### src/rtl/mem_stage_if.sv
// Execute-to-memory pipeline bundle: execute results in, data-memory response in,
// registered memory-stage results, forwarding and stall signals out.
interface mem_stage_if;
  logic        halt;
  logic [31:0] ex_result_1;
  logic [31:0] ex_result_2;
  logic [4:0]  ex_tgt_1;
  logic [4:0]  ex_tgt_2;
  logic [4:0]  ex_opcode;
  logic        ex_bubble;
  logic        ex_halt;
  logic        ex_is_load;
  logic [1:0]  ex_addr_lo;
  logic [31:0] dmem_rdata;
  logic        dmem_rvalid;
  logic [31:0] mem_result_out_1;
  logic [31:0] mem_result_out_2;
  logic [4:0]  mem_tgt_1;
  logic [4:0]  mem_tgt_2;
  logic [4:0]  mem_opcode_out;
  logic        mem_bubble;
  logic        is_load_mem;
  logic        mem_halt_out;
  logic        mem_stall;
  logic        load_err;

  modport master (
    output halt, ex_result_1, ex_result_2, ex_tgt_1, ex_tgt_2, ex_opcode,
           ex_bubble, ex_halt, ex_is_load, ex_addr_lo, dmem_rdata, dmem_rvalid,
    input  mem_result_out_1, mem_result_out_2, mem_tgt_1, mem_tgt_2, mem_opcode_out,
           mem_bubble, is_load_mem, mem_halt_out, mem_stall, load_err
  );

  modport slave (
    input  halt, ex_result_1, ex_result_2, ex_tgt_1, ex_tgt_2, ex_opcode,
           ex_bubble, ex_halt, ex_is_load, ex_addr_lo, dmem_rdata, dmem_rvalid,
    output mem_result_out_1, mem_result_out_2, mem_tgt_1, mem_tgt_2, mem_opcode_out,
           mem_bubble, is_load_mem, mem_halt_out, mem_stall, load_err
  );
endinterface

### src/rtl/mem_stage.sv
// Memory stage: waits for the data-memory load response, aligns/zero-extends it and
// registers the instruction toward writeback; stalls upstream while a load is pending.
//   state   | meaning
//   ST_RUN  | no load outstanding; instructions advance every cycle
//   ST_WAIT | load in MEM waiting for dmem_rvalid; wait_cnt counts cycles waited
module mem_stage #(
  parameter int unsigned MAX_WAIT = 255,
  parameter logic [31:0] ERR_FILL = 32'h0
) (
  input logic       clk,
  input logic       rst_n,
  mem_stage_if.slave bus
);

  typedef enum logic {ST_RUN, ST_WAIT} state_t;

  localparam logic [7:0] MAX_W = 8'(MAX_WAIT);

  state_t      state, state_d;
  logic [7:0]  wait_cnt, wait_cnt_d;
  logic [1:0]  addr_lo_q;
  logic [31:0] res_1, res_1_d, res_2, res_2_d;
  logic [4:0]  tgt_1, tgt_1_d, tgt_2, tgt_2_d, opcode, opcode_d;
  logic        bubble, bubble_d, is_load, is_load_d, halt_q, halt_d, load_err_q, load_err_d;
  logic        valid_ld, at_limit, stall;
  logic [31:0] ld_data;

  assign valid_ld = bus.ex_is_load && !bus.ex_bubble;
  assign at_limit = (state == ST_WAIT) && (wait_cnt == MAX_W);
  assign stall    = valid_ld && !bus.dmem_rvalid && !at_limit;

  always_comb begin
    ld_data = bus.ex_result_1;
    if (bus.ex_opcode inside {[5'd3:5'd5]}) begin
      ld_data = bus.dmem_rdata;
    end else if (bus.ex_opcode inside {[5'd6:5'd8]}) begin
      ld_data = {16'h0, addr_lo_q[1] ? bus.dmem_rdata[31:16] : bus.dmem_rdata[15:0]};
    end else if (bus.ex_opcode inside {[5'd9:5'd11]}) begin
      ld_data = {24'h0, bus.dmem_rdata[8*addr_lo_q +: 8]};
    end
  end

  always_comb begin
    logic advance, timeout, insert_bubble;
    state_d       = state;
    wait_cnt_d    = wait_cnt;
    res_1_d       = res_1;
    res_2_d       = res_2;
    tgt_1_d       = tgt_1;
    tgt_2_d       = tgt_2;
    opcode_d      = opcode;
    bubble_d      = bubble;
    is_load_d     = is_load;
    halt_d        = halt_q;
    load_err_d    = 1'b0;
    advance       = 1'b0;
    timeout       = 1'b0;
    insert_bubble = 1'b0;

    case (state)
      ST_RUN: begin
        if (valid_ld && !bus.dmem_rvalid) begin
          state_d       = ST_WAIT;
          wait_cnt_d    = 8'd1;
          insert_bubble = 1'b1;
        end else begin
          advance = 1'b1;
        end
      end
      ST_WAIT: begin
        if (bus.dmem_rvalid) begin
          advance    = 1'b1;
          state_d    = ST_RUN;
          wait_cnt_d = 8'd0;
        end else if (at_limit) begin
          advance    = 1'b1;
          timeout    = 1'b1;
          state_d    = ST_RUN;
          wait_cnt_d = 8'd0;
        end else begin
          wait_cnt_d    = wait_cnt + 8'd1;
          insert_bubble = 1'b1;
        end
      end
      default: state_d = ST_RUN;
    endcase

    // Results are held across inserted bubbles; only the control fields are squashed.
    if (insert_bubble) begin
      bubble_d  = 1'b1;
      tgt_1_d   = 5'd0;
      tgt_2_d   = 5'd0;
      is_load_d = 1'b0;
      halt_d    = 1'b0;
    end

    if (advance) begin
      res_1_d    = timeout ? ERR_FILL : (valid_ld ? ld_data : bus.ex_result_1);
      res_2_d    = bus.ex_result_2;
      tgt_1_d    = bus.ex_tgt_1;
      tgt_2_d    = bus.ex_tgt_2;
      opcode_d   = bus.ex_opcode;
      is_load_d  = bus.ex_is_load;
      bubble_d   = bus.ex_bubble;
      halt_d     = bus.ex_halt && !bus.ex_bubble;
      load_err_d = timeout;
    end
  end

  always_ff @(posedge clk or negedge rst_n) begin
    if (!rst_n) begin
      state      <= ST_RUN;
      wait_cnt   <= 8'd0;
      addr_lo_q  <= 2'd0;
      res_1      <= 32'h0;
      res_2      <= 32'h0;
      tgt_1      <= 5'd0;
      tgt_2      <= 5'd0;
      opcode     <= 5'd0;
      bubble     <= 1'b1;
      is_load    <= 1'b0;
      halt_q     <= 1'b0;
      load_err_q <= 1'b0;
    end else begin
      // The error flag is a strict one-cycle pulse, so it clears even while halted.
      load_err_q <= load_err_d && !bus.halt;
      if (!bus.halt) begin
        state    <= state_d;
        wait_cnt <= wait_cnt_d;
        res_1    <= res_1_d;
        res_2    <= res_2_d;
        tgt_1    <= tgt_1_d;
        tgt_2    <= tgt_2_d;
        opcode   <= opcode_d;
        bubble   <= bubble_d;
        is_load  <= is_load_d;
        halt_q   <= halt_d;
        if (!stall) addr_lo_q <= bus.ex_addr_lo;
      end
    end
  end

  assign bus.mem_result_out_1 = res_1;
  assign bus.mem_result_out_2 = res_2;
  assign bus.mem_tgt_1        = tgt_1;
  assign bus.mem_tgt_2        = tgt_2;
  assign bus.mem_opcode_out   = opcode;
  assign bus.mem_bubble       = bubble;
  assign bus.is_load_mem      = is_load;
  assign bus.mem_halt_out     = halt_q;
  assign bus.mem_stall        = stall;
  assign bus.load_err         = load_err_q;

endmodule
### src/flat_wrapper.sv
// flat-port wrapper written by rule: the top's interface ports become plain ports
module mem_stage_flat 
#(
  parameter int unsigned MAX_WAIT = 255,
  parameter logic [31:0] ERR_FILL = 32'h0
)
  (clk, rst_n, bus_halt, bus_ex_result_1, bus_ex_result_2, bus_ex_tgt_1, bus_ex_tgt_2, bus_ex_opcode, bus_ex_bubble, bus_ex_halt, bus_ex_is_load, bus_ex_addr_lo, bus_dmem_rdata, bus_dmem_rvalid, bus_mem_result_out_1, bus_mem_result_out_2, bus_mem_tgt_1, bus_mem_tgt_2, bus_mem_opcode_out, bus_mem_bubble, bus_is_load_mem, bus_mem_halt_out, bus_mem_stall, bus_load_err);
  mem_stage_if bus_i ();
  input logic clk;
  input logic rst_n;
  input wire logic [$bits(bus_i.halt)-1:0] bus_halt;
  input wire logic [$bits(bus_i.ex_result_1)-1:0] bus_ex_result_1;
  input wire logic [$bits(bus_i.ex_result_2)-1:0] bus_ex_result_2;
  input wire logic [$bits(bus_i.ex_tgt_1)-1:0] bus_ex_tgt_1;
  input wire logic [$bits(bus_i.ex_tgt_2)-1:0] bus_ex_tgt_2;
  input wire logic [$bits(bus_i.ex_opcode)-1:0] bus_ex_opcode;
  input wire logic [$bits(bus_i.ex_bubble)-1:0] bus_ex_bubble;
  input wire logic [$bits(bus_i.ex_halt)-1:0] bus_ex_halt;
  input wire logic [$bits(bus_i.ex_is_load)-1:0] bus_ex_is_load;
  input wire logic [$bits(bus_i.ex_addr_lo)-1:0] bus_ex_addr_lo;
  input wire logic [$bits(bus_i.dmem_rdata)-1:0] bus_dmem_rdata;
  input wire logic [$bits(bus_i.dmem_rvalid)-1:0] bus_dmem_rvalid;
  output wire logic [$bits(bus_i.mem_result_out_1)-1:0] bus_mem_result_out_1;
  output wire logic [$bits(bus_i.mem_result_out_2)-1:0] bus_mem_result_out_2;
  output wire logic [$bits(bus_i.mem_tgt_1)-1:0] bus_mem_tgt_1;
  output wire logic [$bits(bus_i.mem_tgt_2)-1:0] bus_mem_tgt_2;
  output wire logic [$bits(bus_i.mem_opcode_out)-1:0] bus_mem_opcode_out;
  output wire logic [$bits(bus_i.mem_bubble)-1:0] bus_mem_bubble;
  output wire logic [$bits(bus_i.is_load_mem)-1:0] bus_is_load_mem;
  output wire logic [$bits(bus_i.mem_halt_out)-1:0] bus_mem_halt_out;
  output wire logic [$bits(bus_i.mem_stall)-1:0] bus_mem_stall;
  output wire logic [$bits(bus_i.load_err)-1:0] bus_load_err;
  assign bus_i.halt = bus_halt;
  assign bus_i.ex_result_1 = bus_ex_result_1;
  assign bus_i.ex_result_2 = bus_ex_result_2;
  assign bus_i.ex_tgt_1 = bus_ex_tgt_1;
  assign bus_i.ex_tgt_2 = bus_ex_tgt_2;
  assign bus_i.ex_opcode = bus_ex_opcode;
  assign bus_i.ex_bubble = bus_ex_bubble;
  assign bus_i.ex_halt = bus_ex_halt;
  assign bus_i.ex_is_load = bus_ex_is_load;
  assign bus_i.ex_addr_lo = bus_ex_addr_lo;
  assign bus_i.dmem_rdata = bus_dmem_rdata;
  assign bus_i.dmem_rvalid = bus_dmem_rvalid;
  assign bus_mem_result_out_1 = bus_i.mem_result_out_1;
  assign bus_mem_result_out_2 = bus_i.mem_result_out_2;
  assign bus_mem_tgt_1 = bus_i.mem_tgt_1;
  assign bus_mem_tgt_2 = bus_i.mem_tgt_2;
  assign bus_mem_opcode_out = bus_i.mem_opcode_out;
  assign bus_mem_bubble = bus_i.mem_bubble;
  assign bus_is_load_mem = bus_i.is_load_mem;
  assign bus_mem_halt_out = bus_i.mem_halt_out;
  assign bus_mem_stall = bus_i.mem_stall;
  assign bus_load_err = bus_i.load_err;
  mem_stage #(.MAX_WAIT(MAX_WAIT), .ERR_FILL(ERR_FILL)) u_core (.clk(clk), .rst_n(rst_n), .bus(bus_i));
endmodule
### config.mk
export PLATFORM = sky130hd
export DESIGN_NAME = mem_stage_flat
export DESIGN_NICKNAME = d
export VERILOG_FILES = /design/src/rtl/mem_stage_if.sv /design/src/rtl/mem_stage.sv /design/src/flat_wrapper.sv
export SDC_FILE = /design/constraint.sdc
export NUM_CORES = 1
export LEC_CHECK = 0
export CORE_ASPECT_RATIO = 2
export CORE_MARGIN = 1
export CORE_UTILIZATION = 35
export CTS_CLUSTER_DIAMETER = 150
export CTS_CLUSTER_SIZE = 10
export DETAILED_ROUTE_END_ITERATION = 6
export DONT_BUFFER_PORTS = 1
export GPL_TIMING_DRIVEN = 0
export HOLD_SLACK_MARGIN = 0.02
export PLACE_DENSITY = 0.53
export REMOVE_ABC_BUFFERS = 1
export SYNTH_ARGS = -nofsm -noshare
export SYNTH_HDL_FRONTEND = slang
export SYNTH_SLANG_ARGS = --single-unit
export TNS_END_PERCENT = 50
### constraint.sdc
create_clock -name clk -period 4.38 [get_ports clk]
set_clock_uncertainty 0.05 [all_clocks]
set_input_delay 0.438 -clock clk [delete_from_list [all_inputs] [get_ports clk]]
set_output_delay 0.438 -clock clk [all_outputs]
set_load 0.03 [all_outputs]
==> results.tsv, run 1 <==
metric	value	unit
Ys Warns	0	
largest net degree at the start of global routing	95	
Synth Area in XOR/XNOR	0	%
Slew HR	21.1	%
average size of a mapped cell	10.7	µm²
Top Ports	204	
GRT Residual Overflow	0	
drt drc	0	
Synth Area in Adders	0.240	%
die area	15400	µm²
Reg2Reg Depth	5	
detailed placement HPWL	12000	µm
Site Rows	62	
Sw Share	37.2	%
reg-to-reg endpoint	u_core.bus.mem_opcode_out[0]$_DFFE_PN0P_	
first-pass detailed-route iteration total	4	
Hold Slack	0.106	ns
Final min period	3.02	ns
Gate Count Post-Synth	489	
reg2reg start	u_core.state$_DFFE_PN0N_	
vias in the first global route	4156	
multiplexer share of the synthesized area	11.9	%
Tot GR Track Use	21.1	%
complex-gate fraction of the synthesized area	25.7	%
Tcrit/Tclk final	69.0	%
Fin. Hold Viols	0	
ant diodes	0	
area post-placement	5280	µm²
Synth async-reset ratio	100	%
Leak	0.00222	µW
CTS Hold Buffers Added	2	
nature of the critical path endpoint	flip-flop	
Switch Pwr	913	µW
CTS tree	yes	
core area	14400	µm²
worst path cell trace	inv_1, a221oi_2, buf_6, or2_1, mux2_1	
initial antenna violation count	0	
Final setup viols	0	
commonest non-fill, non-tap cell in the layout	dfrtp_1	
CTS max path bufs	2	
status	finished, final reports clean	
internal power	1540	µW
setup_tns	0	ns
distinct cell type count of the synthesized netlist	56	
CP Capture Point	u_core.bus.mem_opcode_out[0]$_DFFE_PN0P_	
VDD IR max	0.172	mV
most frequent cells in the layout	92 x dfrtp_1, 37 x mux2_1, 34 x inv_1, 26 x nor3_1, 21 x o21ai_0	
Comb pwr share	12.5	%
Data arrival, critical path	3.20	ns
Req. time, crit path	4.56	ns
postcts setup bufs	0	
Pwr Total	2460	µW
I/O Buffers	0	
CP Max Fanout	21	
sequential share of power	55.5	%
# clock sinks	94	
Most used DFF post-synth	dfrtp_1	
routability cong.	0.829	
MaxCap Viol Count	0	
part of the power in the clock network	32.0	%
chip width	88.3	µm
flip-flop and latch count after synthesis	94	
crit path kind	flip-flop to flip-flop	
area grow syn2layout	7.85	%
vias	4107	
crit path max-delay cell type	or2_1	
clock latency at the later pin of the worst-skew pair	0.35	ns
Final ANT Viol Nets	0	
critical path's largest stage delay	0.70	ns
drt total wl	16200	µm
post-CTS sizing	0	
root buffer cell	clkbuf_16	
Final Net Count	584	
final instance area	5620	µm²
global-route wire length before repair	24200	µm
Via density	6.22	
Peak Freq	0.331	GHz
clk slew on worst S/H paths	0.08	ns
Slew @ Worst Pin	1.18	ns
startpoint types	flip-flop	
R2R Setup Slk	1.36	ns
worst min-delay path class	input port to flip-flop	
H-tree Lvls	3	
layout cell share with drive strength beyond 1	8.97	%
DR iter-0 viols	196	
synthesized area	5210	µm²
main combinational cell family by area after synthesis	compound AO/OA/AOI/OAI gates	
Pins Over Slew Limit	0	
number of synthesized flops with an enable pin	0	
CTS Buf Count	9	
Pwr Density	437	nW/µm²
Worst Setup SP	u_core.state$_DFFE_PN0N_	
area share of and/or/nand/nor cells after synthesis	10.8	%
sequential element share of the synthesized area	45.2	%
Initial Util	36.1	%
per-cell routed wire length	24.6	µm
die height	175	µm
RSZ-0062 raised after global routing	no	
==> metal layers <==
| metal | GRT usage, % | part of all wire, % | vias up |
|---|---|---|---|
| li1 | - | - | 1829 |
| met1 | 21.3 | 33 | 2009 |
| met2 | 37.2 | 52 | 231 |
| met3 | 6.46 | 9.3 | 38 |
| met4 | 11.7 | 5.2 | 0 |
| met5 | 0 | 0 | - |
==> kinds of logic (layout without fill, tap and decap cells) <==
logic type,count (synthesis),count (layout)
AOI/OAI and AO/OA,168,168
adders and majority gates,1,1
buffers and inverters,75,54
DFF,94,94
muxes,56,56
and+or+nand+nor,95,95
==> power by group through the flow <==
stage | clock (µW) | sequential, µW | combinational (µW)
6_report | 785 | 1360 | 307
5_1_grt | 854 | 1380 | 338
4_1_cts | 815 | 1370 | 311
3_5_place_dp | 0 | 1380 | 288
3_3_place_gp | 0 | 1380 | 276
2_1_floorplan | 0 | 1340 | 230
==> layout make-up <==
cell class,count,area [µm²]
Clock buffer,9,225
Clock inverter,7,75.1
Fill cell,1458,8810
Inverter,35,131
Multi-Input combinational cell,320,2540
Sequential cell,94,2350
Tap cell,192,240
Timing Repair Buffer,3,48.8
==> synthesized netlist by cell type, types with 10 or more instances <==
cell,number,area share [%]
nor3_1,26,2.5
clkbuf_1,22,1.6
buf_2,10,0.96
o21ai_0,21,2.0
mux2_2,10,2.2
inv_1,34,2.4
a221o_1,17,3.3
o2111ai_1,15,2.5
nand2b_1,12,1.4
dfrtp_1,93,45
a21oi_1,14,1.3
a22o_1,11,1.8
mux2_1,37,8.0
nand2_1,14,1.0
o211ai_1,16,2.3
a2111oi_0,20,3.4
nand3b_1,10,1.4
==> critical path, delay by kind of cell, from the launching register on <==
kind                   cells  cell delay, ns
buffers and inverters      2            0.54
DFF                        1            0.60
muxes                      1            0.38
AOI/OAI and AO/OA          1            0.63
and+or+nand+nor            1            0.70
==> how the worst min path moves through the flow <==
stage	slack [ns]	from	end	depth (start not counted)
after floorplan	0.09	rst_n	u_core.addr_lo_q[0]$_DFFE_PN0P_	0
after global placement	0.09	rst_n	u_core.bus.load_err$_DFF_PN0_	0
after detailed placement	0.1	rst_n	u_core.bus.load_err$_DFF_PN0_	0
after CTS	0.09	bus_halt	u_core.bus.load_err$_DFF_PN0_	1
final	0.11	bus_halt	u_core.bus.load_err$_DFF_PN0_	1
after global routing	0.09	bus_halt	u_core.bus.load_err$_DFF_PN0_	1
==> per-stage QoR <==
step / util, % / std cells / setup slack (ns)
after CTS: 38.9 / 660 / 1.38
final: 39.0 / 660 / 1.36
after global routing: 39.0 / 660 / 1.23
after detailed placement: 36.6 / 642 / 1.11
after floorplan: - / 449 / 1.56
after global placement: 36.4 / 641 / 0.227
==> state kept, by name (all words and copies together) (netlist names) <==
name	flops
u_core.bus.mem_result_out_1	32
u_core.bus.mem_result_out_2	32
u_core.wait_cnt	8
u_core.bus.mem_opcode_out	5
u_core.bus.mem_tgt_1	5
u_core.bus.mem_tgt_2	5
u_core.addr_lo_q	2
u_core.bus.is_load_mem	1
u_core.bus.load_err	1
u_core.bus.mem_bubble	1
u_core.bus.mem_halt_out	1
u_core.state	1
Note: power is estimated with default switching activity, not from simulation.
==> run 2: changes to the inputs <==
Clock period 4.38 ns to 2.8 ns, I/O delays scaled along.
==> run 2 against run 1 <==
- routed wire length grew 6.2%
- final area grew 11%
- cell count grew 9.4%
- first-iteration DRC count grew 13%
- sequential share of layout area shrank 4.2 points
- critical path type unchanged
- highest routed layer unchanged
==> results.tsv, run 2 (synthesis results as in run 1) <==
metric	value	unit	change
status	finished, final reports clean		
worst min-delay path class	input port to flip-flop		
largest net degree at the start of global routing	95		unchanged
VDD IR max	0.273	mV	+59%
detailed placement HPWL	12000	µm	unchanged
Final ANT Viol Nets	0		unchanged
GRT Residual Overflow	0		unchanged
ant diodes	0		unchanged
critical path's largest stage delay	0.91	ns	+0.21 ns
CTS Buf Count	9		unchanged
nature of the critical path endpoint	flip-flop		
Final Net Count	646		+11%
crit path kind	flip-flop to flip-flop		
CTS tree	yes		
core area	14400	µm²	unchanged
first-pass detailed-route iteration total	4		unchanged
commonest non-fill, non-tap cell in the layout	dfrtp_1		
die height	175	µm	unchanged
RSZ-0062 raised after global routing	no		
worst path cell trace	inv_1, a221oi_4, nor2_2, mux2_1		
Slew HR	26.6	%	+5.5 points
Via density	6.02		-3.3%
Non-Filler Instances	722		+9.4%
Final min period	2.62	ns	-0.407 ns
vias	4345		+5.8%
Slew @ Worst Pin	1.10	ns	-0.0804 ns
Leak	0.00248	µW	+12%
startpoint types	flip-flop		
Top delay family on crit path	simple AND/OR/NAND/NOR gates		
DR iter-0 viols	222		+13%
# clock sinks	94		unchanged
Pwr Density	629	nW/µm²	+44%
Peak Freq	0.382	GHz	+16%
Tcrit/Tclk final	93.5	%	+24 points
crit path max-delay cell type	nor2_2		
area grow syn2layout	20.0	%	
drt total wl	17200	µm	+6.2%
Final setup viols	0		unchanged
CP Max Fanout	23		+9.5%
Data arrival, critical path	2.80	ns	-0.40 ns
Site Rows	62		unchanged
placed insts	642		unchanged
Worst Path Buf+Inv	1		-1
CTS max path bufs	2		unchanged
per-cell routed wire length	23.9	µm	-2.9%
layout cell share with drive strength beyond 1	8.30	%	-0.67 points
clk slew on worst S/H paths	0.08	ns	about the same
Top Ports	204		unchanged
Hold Slack	0.0366	ns	-0.0695 ns
postcts setup bufs	0		unchanged
routability cong.	0.829		unchanged
vias in the first global route	4478		+7.7%
H-tree Lvls	3		unchanged
I/O Buffers	0		unchanged
initial antenna violation count	0		unchanged
Fin. Hold Viols	0		unchanged
Tot GR Track Use	22.2	%	+1.1 points
root buffer cell	clkbuf_16		
Initial Util	36.1	%	unchanged
die area	15400	µm²	unchanged
global-route wire length before repair	25300	µm	+4.9%
MaxCap Viol Count	0		unchanged
Req. time, crit path	2.98	ns	-1.58 ns
drt drc	0		unchanged
most frequent cells in the layout	92 x dfrtp_1, 62 x dlygate4sd3_1, 37 x mux2_1, 34 x inv_1, 26 x nor3_1		
chip width	88.3	µm	unchanged
clock latency at the later pin of the worst-skew pair	0.35	ns	about the same
Pins Over Slew Limit	0		unchanged
## run 2: power breakdown
part	switching [µW]	internal (µW)	total [µW]	leakage, µW
combinational	276	286	562	0.00120
sequential	586	1550	2140	0.00114
clock	599	634	1230	0.000145
## run 2: worst register-to-register path, stage by stage, from the launching register on
cell and delay (ns):
dfrtp_1 0.54, inv_1 0.40, a221oi_4 0.21, nor2_2 0.92
mux2_1 0.40
## run 2: through the flow
step	utilization, %	area [µm²]	setup TNS (ns)	power (µW)	setup slack (ns)
finish	43.3	6250	0	3930	0.183
global route	43.3	6250	0	4100	0.0317
CTS	43.0	6200	0	3970	0.0674
detailed placement	36.6	5280	-5.67	2610	-0.313
global placement	36.4	5260	-76.36	2590	-1.20
floorplan	-	5020	0	2450	0.0964
## run 2: what timing repair did
item | 4_1_cts | 5_1_grt
gates cloned | 0 | 1
hold buffers | 61 | 2
hold endpoints to repair | 155 | 2
resized for setup | 1 | 2
pin swaps | 0 | 1
endpoints found under the setup margin | 21 | 37
## run 2: metal layers
| layer | part of all wire, % | vias to the layer above | track usage [%] |
|---|---|---|---|
| li1 | - | 1953 | - |
| met1 | 34 | 2137 | 22.3 |
| met2 | 53 | 217 | 39.4 |
| met3 | 8.0 | 38 | 6.32 |
| met4 | 5.1 | 0 | 12.4 |
| met5 | 0 | - | 0 |
## run 2: layout make-up
cell class | instances | area (µm²)
fill | 1406 | 8180
multi-input combinational | 321 | 2560
sequential | 94 | 2350
timing repair buffer | 64 | 659
tap | 192 | 240
clock buffer | 9 | 225
inverter | 35 | 131
clock inverter | 7 | 75.1
## run 2: path summary, 6_finish.rpt
check,from,endpoint,slack (ns),cells past startpoint
min in group asynchronous,rst_n,u_core.bus.load_err$_DFF_PN0_,0.43,2
hold reg to reg,u_core.wait_cnt[6]$_DFFE_PN0P_,u_core.wait_cnt[6]$_DFFE_PN0P_,0.47,1
hold / removal,bus_ex_addr_lo[0],u_core.addr_lo_q[0]$_DFFE_PN0P_,0.04,1
setup reg to reg,u_core.state$_DFFE_PN0N_,u_core.bus.mem_result_out_2[22]$_DFFE_PN0P_,0.18,4
max in group asynchronous,rst_n,u_core.bus.mem_opcode_out[3]$_DFFE_PN0P_,1.83,2
setup / recovery,u_core.state$_DFFE_PN0N_,u_core.bus.mem_result_out_2[22]$_DFFE_PN0P_,0.18,4
==> run 3: changes to the inputs <==
Settings changed: PLACE_DENSITY 0.53 to 0.6.
==> run 3 against run 2 <==
- first-iteration DRC count grew 36%
- sequential power is essentially flat
- cell count shrank 0.83%
- clock power is essentially flat
- utilization shrank 0.47 points
- largest cell class unchanged
==> results.tsv, run 3 (synthesis results as in run 1) <==
metric	value	unit	change
status	finished, final reports clean		
Req. time, crit path	2.98	ns	about the same
Pins Over Slew Limit	0		unchanged
Pwr Total	3910	µW	-0.53%
VDD IR max	0.307	mV	+13%
Final Net Count	640		-0.93%
CTS Buf Count	9		unchanged
routability cong.	0.831		+0.16%
commonest non-fill, non-tap cell in the layout	dfrtp_1		
Tcrit/Tclk final	93.6	%	+0.11 points
detailed placement HPWL	12000	µm	about the same
initial antenna violation count	0		unchanged
crit path kind	flip-flop to flip-flop		
fill count	1381		-1.8%
MaxCap Viol Count	0		unchanged
Slew @ Worst Pin	1.34	ns	+0.243 ns
Leak	0.00245	µW	-1.2%
vias in the first global route	4543		+1.5%
HP Start	bus_ex_tgt_1[3]		
Pwr Density	633	nW/µm²	+0.56%
Placement Setup Slack	-0.309	ns	+0.00494 ns
CP Max Fanout	21		-8.7%
clk slew on worst S/H paths	0.07	ns	about the same
post-route setup slack	0.180	ns	-0.00295 ns
Final ANT Viol Nets	0		unchanged
Sw Share	37.0	%	-0.089 points
vias	4384		+0.90%
Worst Setup SP	u_core.state$_DFFE_PN0N_		
drt total wl	17000	µm	-1.3%
startpoint types	flip-flop		
WHS Path Cells	1		unchanged
per-cell routed wire length	23.8	µm	-0.48%
Top Ports	204		unchanged
area grow syn2layout	18.7	%	
root buffer cell	clkbuf_16		
CTS tree	yes		
first-pass detailed-route iteration total	5		+1
most frequent cells in the layout	92 x dfrtp_1, 57 x dlygate4sd3_1, 37 x mux2_1, 34 x inv_1, 26 x nor3_1		
Data arrival, critical path	2.80	ns	about the same
die height	175	µm	unchanged
internal power	2460	µW	-0.39%
chip width	88.3	µm	unchanged
Comb pwr share	14.0	%	-0.3 points
worst min-delay path class	input port to flip-flop		
sequential share of power	54.7	%	+0.3 points
Peak Freq	0.382	GHz	-0.11%
Tot GR Track Use	21.9	%	-0.26 points
I/O Buffers	0		unchanged
Core Util, Final	42.9	%	-0.47 points
Via density	6.12		+1.7%
H-tree Lvls	3		unchanged
nature of the critical path endpoint	flip-flop		
Fin. Hold Viols	0		unchanged
drt drc	0		unchanged
part of the power in the clock network	31.3	%	about the same
Initial Util	36.1	%	unchanged
RSZ-0062 raised after global routing	no		
ant diodes	0		unchanged
Slew HR	10.3	%	-16 points
core area	14400	µm²	unchanged
Reg2Reg Depth	5		+1
clock latency at the later pin of the worst-skew pair	0.35	ns	about the same
Site Rows	62		unchanged
GRT Residual Overflow	0		unchanged
# clock sinks	94		unchanged
die area	15400	µm²	unchanged
CTS max path bufs	2		unchanged
largest net degree at the start of global routing	95		unchanged
DR iter-0 viols	302		+36%
Final min period	2.62	ns	+0.00295 ns
global-route wire length before repair	25200	µm	-0.60%
reg2reg start	u_core.state$_DFFE_PN0N_		
Switch Pwr	1450	µW	-0.77%
Final setup viols	0		unchanged
layout cell share with drive strength beyond 1	8.21	%	-0.096 points
run 3: what timing repair did:
action,4_1_cts,5_1_grt
gates resized for setup,1,2
endpoints found under the hold margin,151,1
buffers inserted,0,0
hold buffers,57,1
gates cloned,0,0
pin swaps,0,0
endpoints found under the setup margin,6,5
run 3: final timing paths:
kind / to / slack [ns]
worst max register to register: u_core.bus.mem_opcode_out[1]$_DFFE_PN0P_ / 0.18
min in group asynchronous: u_core.bus.load_err$_DFF_PN0_ / 0.42
worst max-delay path: u_core.bus.mem_opcode_out[1]$_DFFE_PN0P_ / 0.18
worst min-delay path: u_core.bus.mem_tgt_1[3]$_DFFE_PN0P_ / 0.03
max in group asynchronous: u_core.bus.mem_result_out_2[2]$_DFFE_PN0P_ / 1.86
worst min register to register: u_core.wait_cnt[1]$_DFFE_PN0P_ / 0.49
run 3: cell type report:
type	count	area, µm²	share of cell area, %
inverter	35	131	2.12
clock inverter	7	72.6	1.17
timing repair buffer	59	606	9.79
tap	192	240	3.89
sequential	94	2350	38.1
multi-input combinational	320	2550	41.3
clock buffer	9	225	3.64
run 3: routing by layer:
metal  global-route usage [%]  wire length [µm]  vias to the layer above
li1                         -                 -                     1947
met1                     22.4              5760                     2149
met2                     38.8              8970                      242
met3                     5.27              1290                       46
met4                     13.0              1000                        0
met5                        0                 0                        -
run 3: critical path, cell delays in order, from the launching register on:
cell and delay, ns:
dfrtp_1 0.59, inv_1 0.30, a221oi_4 0.49, buf_4 0.26
or2_2 0.44, mux2_1 0.37
run 3: metrics by stage:
stage | TNS (ns) | instances | hold slack, ns | instance area, µm²
global route | 0 | 716 | 0.0237 | 6180
CTS | 0 | 715 | 0.0205 | 6160
global placement | -60.64 | 641 | -0.0617 | 5260
floorplan | 0 | 449 | -0.0656 | 5020
finish | 0 | 716 | 0.0299 | 6180
detailed placement | -4.27 | 642 | -0.0618 | 5270
run 3: power groups by stage:
| stage | combinational (µW) | sequential, µW | clock, µW |
|---|---|---|---|
| after floorplan | 359 | 2090 | 0 |
| after global placement | 428 | 2160 | 0 |
| after detailed placement | 447 | 2170 | 0 |
| after CTS | 548 | 2140 | 1260 |
| after global routing | 603 | 2170 | 1290 |
| final | 548 | 2140 | 1220 |
